$ cat config.mk
export PLATFORM = sky130hd
export DESIGN_NAME = seq_div
export DESIGN_NICKNAME = d
export VERILOG_FILES = /design/src/rtl/seq_div.sv
export SDC_FILE = /design/constraint.sdc
export NUM_CORES = 1
export LEC_CHECK = 0
export ABC_AREA = 1
export BUFFER_PORTS_ARGS = -buffer_cell sky130_fd_sc_hd__buf_4
export CAP_MARGIN = 20
export CORE_ASPECT_RATIO = 1.1
export CORE_MARGIN = 1
export CORE_UTILIZATION = 35
export DETAILED_ROUTE_END_ITERATION = 10
export PLACE_DENSITY = 0.64
export SETUP_SLACK_MARGIN = 0.15
export SLEW_MARGIN = 0
export SYNTH_ARGS = -nofsm -noshare
export SYNTH_HDL_FRONTEND = slang
export SYNTH_SLANG_ARGS = --single-unit
$ cat constraint.sdc
create_clock -name Clk -period 2.9 [get_ports Clk]
set_input_delay 0.58 -clock Clk [delete_from_list [all_inputs] [get_ports Clk]]
set_output_delay 0.58 -clock Clk [all_outputs]
set_load 0.005 [all_outputs]
$ cat src/rtl/seq_div.sv
// Restoring shift-subtract unsigned divider, one quotient bit per clock.
// Start/done handshake with a fixed DATAWIDTH-cycle latency.
module seq_div #(
    parameter int DATAWIDTH = 8
) (
    input  logic                 Clk,
    input  logic                 Rst,
    input  logic                 start,
    input  logic [DATAWIDTH-1:0] a,
    input  logic [DATAWIDTH-1:0] b,
    output logic [DATAWIDTH-1:0] quot,
    output logic [DATAWIDTH-1:0] rem,
    output logic                 busy,
    output logic                 done,
    output logic                 dbz
);

    localparam int CW = (DATAWIDTH > 2) ? $clog2(DATAWIDTH) : 1;
    localparam logic [CW-1:0] LAST = CW'(DATAWIDTH - 1);

    typedef enum logic [1:0] {
        IDLE,
        CALC,
        FIN
    } state_t;

    state_t state;
    state_t state_nxt;

    logic [CW-1:0]        cnt;
    logic [DATAWIDTH-1:0] div;
    logic [DATAWIDTH-1:0] wq;
    logic [DATAWIDTH:0]   pr;

    logic [DATAWIDTH:0]   shifted;
    logic [DATAWIDTH+1:0] trial;
    logic                 trial_ok;
    logic [DATAWIDTH:0]   pr_nxt;
    logic [DATAWIDTH-1:0] wq_nxt;
    logic                 accept;
    logic                 last;
    logic                 finish;

    // pr stays below the divisor, so its MSB never feeds the next shift
    logic unused_pr_msb;
    assign unused_pr_msb = pr[DATAWIDTH];

    always_comb begin
        shifted  = {pr[DATAWIDTH-1:0], wq[DATAWIDTH-1]};
        trial    = {1'b0, shifted} - {2'b00, div};
        trial_ok = ~trial[DATAWIDTH+1];
        pr_nxt   = trial_ok ? trial[DATAWIDTH:0] : shifted;
        wq_nxt   = {wq[DATAWIDTH-2:0], trial_ok};
        accept   = start && (state == IDLE || state == FIN);
        last     = (cnt == LAST);
        finish   = (state == CALC) && last;
    end

    always_comb begin
        state_nxt = state;
        unique case (state)
            IDLE: begin
                if (start) state_nxt = CALC;
            end
            CALC: begin
                if (last) state_nxt = FIN;
            end
            FIN: begin
                state_nxt = start ? CALC : IDLE;
            end
            default: state_nxt = IDLE;
        endcase
    end

    always_ff @(posedge Clk or negedge Rst) begin
        if (!Rst) begin
            state <= IDLE;
        end else begin
            state <= state_nxt;
        end
    end

    always_ff @(posedge Clk or negedge Rst) begin
        if (!Rst) begin
            cnt <= '0;
            div <= '0;
            wq  <= '0;
            pr  <= '0;
        end else if (accept) begin
            cnt <= '0;
            div <= b;
            wq  <= a;
            pr  <= '0;
        end else if (state == CALC) begin
            cnt <= last ? '0 : cnt + 1'b1;
            wq  <= wq_nxt;
            pr  <= pr_nxt;
        end
    end

    // A zero divisor makes every trial succeed: quot ends all ones, rem = a
    always_ff @(posedge Clk or negedge Rst) begin
        if (!Rst) begin
            quot <= '0;
            rem  <= '0;
            dbz  <= 1'b0;
            done <= 1'b0;
            busy <= 1'b0;
        end else begin
            done <= finish;
            busy <= (state_nxt == CALC);
            if (finish) begin
                quot <= wq_nxt;
                rem  <= pr_nxt[DATAWIDTH-1:0];
                dbz  <= (div == '0);
            end
        end
    end

endmodule

==> flow_summary.yaml <==
outcome:
  outcome: "finished, final reports clean"
power_and_ir_drop:
  power_mw: 3.87
  p_per_area_mw_per_mm2: 1330
  peakVddDrop_mv: 0.523
  pwr-share-comb_pct: 54.6
  clkPwrFrac_pct: 15.5
  leakage_nw: 1.55
  seqPwrFrac_pct: 29.9
  swShare_pct: 43.6
  internal_power_mw: 2.18
  power_switching_mw: 1.68
global_route:
  grt_max_degree: 49
  grtUsageTotal_pct: 16.2
  grt_pass1_vias: 1921
  antenna_found_initial: 0
  overflow: 0
  grt_pass1_wl_um: 8770
sta:
  timing.final.crit_share_pct: 65.1
  max_freq_ghz: 0.530
  fin_setup_tns_ns: 0
  report.final.slew_viol_count: 0
  rsz0062_at_grt: "false"
  worst_slew_pin_slew_ns: 0.601
  setup_viol: 0
  slew_headroom_pct: 59.9
  post-route-min-period_ns: 1.89
  fin_skew_ns: 0.00661
  hold_violations: 0
clock_network:
  htree_levels: 2
  cts_root_buf: "clkbuf_8"
  post_cts_buffers: 0
  cts_tree: "built"
  clk_pin_slew_ns: 0.10
  clock-sinks: 48
  clock_path_buffers: 2
  insertion_delay_ns: 0.31
  hold_buffers: 0
  numCtsBuffers: 5
  ctsResizeCount: 0
layout:
  drive_above_1_share_pct: 17.8
  area_growth_pct: 21.1
  nFillCells: 661
  diodes: 0
  finalNetCount: 355
  final_core_util_pct: 43.9
worst_setup_path:
  crit_fanout: 4
  path_cells: "inv_1, ha_1, inv_1, fa_1, a21oi_1, xnor2_1, nand2_1, nand2_1, nand2_1, nand2_1"
  slowest_delay_ns: 0.44
  worst-path-buf-inv: 2
  cpMostUsedCell: "nand2_1"
  critical_path_arrival_ns: 2.13
  reg2reg_setup_slack_ns: 1.01
  cp_top_family: "adder cells"
  crit_required_ns: 3.15
  critPathLaunchType: "register"
  slowest_stage: "fa_1"
  critPathCaptureType: "register"
  critPathKind: "reg -> reg"
synthesis:
  netlist_instances: 285
  ys_types: 27
  synth_area_per_cell_sq_um: 8.44
  synth-seq-area-share_pct: 49.9
  synth_nets: 315
  ys_seq_elements: 48
  yosysWarnings: 0
  syn_area_sq_mm: 0.00241
drt:
  routed_wl_um: 5120
  avgRoutedWirePerCell_um: 12.5
  avgViaCountPerCell: 4.80
  ant_nets: 0
  vias: 1957
  drtIter0Drc: 101
  drc_errors: 0
  dr.pass1.iters: 4
min_path:
  holdCritPathClass: "in -> async"
placement:
  place_hpwl_um: 3690
  io_buffers: 37
  place_congestion: 0.834
floorplan:
  die_area_sq_mm: 0.00721
  core_area_sq_mm: 0.00663
  rows: 31
  io_pins: 38
  fp.dieW_um: 81.1
  die_h_um: 89.0
  initial_utilization_pct: 36.3
flow_run:
  drv_cap: 0
Yosys cell counts (all sizes together):
library cell	count	area share, %
a21oi	4	1.3
a22o	2	0.73
buf	1	0.16
clkbuf	4	0.62
clkinv	1	0.16
dfrtp	48	50
fa	1	0.83
ha	10	5.2
inv	39	6.1
nand2	109	17
nand3	17	4.6
nand4	12	3.1
nor2	5	1.5
o211ai	1	0.31
o21ai	17	3.5
o221ai	7	2.5
o31ai	1	0.31
or2	3	0.78
xnor2	2	0.73
xor2	1	0.36
stage by stage:
| step | setup slack (ns) | hold slack, ns | cell area [sq um] | instances |
|---|---|---|---|---|
| 2_1_floorplan | 1.26 | 0.284 | 2410 | 285 |
| 3_3_place_gp | 1.05 | 0.466 | 2780 | 400 |
| 3_5_place_dp | 1.05 | 0.471 | 2780 | 400 |
| 4_1_cts | 1.02 | 0.300 | 2910 | 408 |
| 5_1_grt | 0.935 | 0.326 | 2910 | 408 |
| 6_report | 1.01 | 0.265 | 2910 | 408 |
layout make-up:
class | count | area (sq um) | area share [%]
clock buffers | 5 | 68.8 | 2.36
clock inverters | 3 | 68.8 | 2.36
inverters | 40 | 150 | 5.15
multi-input cells | 192 | 1040 | 35.6
flip-flops and latches | 48 | 1200 | 41.2
well taps | 82 | 103 | 3.52
repair buffers | 38 | 285 | 9.79
power groups by stage:
stage	logic, mW	registers (mW)	clock network [mW]
floorplan	1.54	1.15	0
global placement	2.08	1.17	0
CTS	2.12	1.16	0.603
finish	2.11	1.16	0.599
detailed placement	2.11	1.17	0
global route	2.43	1.20	0.638
layout by cell type (no fill, tap or decap), types with 2 or more instances in the layout:
cell type and n:
nand4_1 12, or2_2 2, clkbuf_8 5, nand3_1 15, o21ai_0 17, o221ai_1 7, nor2_1 2, dfrtp_1 48
a22o_1 2, buf_4 38, nor2_4 2, bufinv_16 2, nand2_2 2, a21oi_1 3, inv_2 2, ha_1 10
inv_1 37, nand3_4 2, xnor2_1 2, nand2_1 107
layer usage:
layer | up-vias | GRT usage (%) | wire length (um)
li1 | 995 | - | -
met1 | 908 | 20.8 | 2360
met2 | 39 | 25.6 | 2440
met3 | 15 | 3.98 | 168
met4 | 0 | 7.95 | 144
met5 | - | 0 | 0
logic make-up (layout without fill, tap and decap cells):
family / count (synthesis) / in the layout / synth area share, %
compound gates: 32 / 32 / 8.74
xor+xnor: 3 / 3 / 1.09
fa+ha+maj: 11 / 11 / 6.03
buf+inv: 45 / 86 / 7.02
flops: 48 / 48 / 49.9
simple gates: 146 / 146 / 27.2
state kept, by name, summed over array words and instances, names as in the netlist:
signal  flops
div         8
pr          8
quot        8
rem         8
wq          8
cnt         3
state       2
busy        1
dbz         1
done        1
worst paths after layout:
kind | from | to | cells past startpoint
max in group asynchronous | Rst | div[6] | 1
min reg2reg | quot[0] | quot[0] | 2
max reg2reg | wq[7] | rem[4] | 10
max | wq[7] | rem[4] | 10
min in group Clk | b[0] | div[0] | 3
min | Rst | rem[7] | 1
Power figures use the tool's default switching activity.
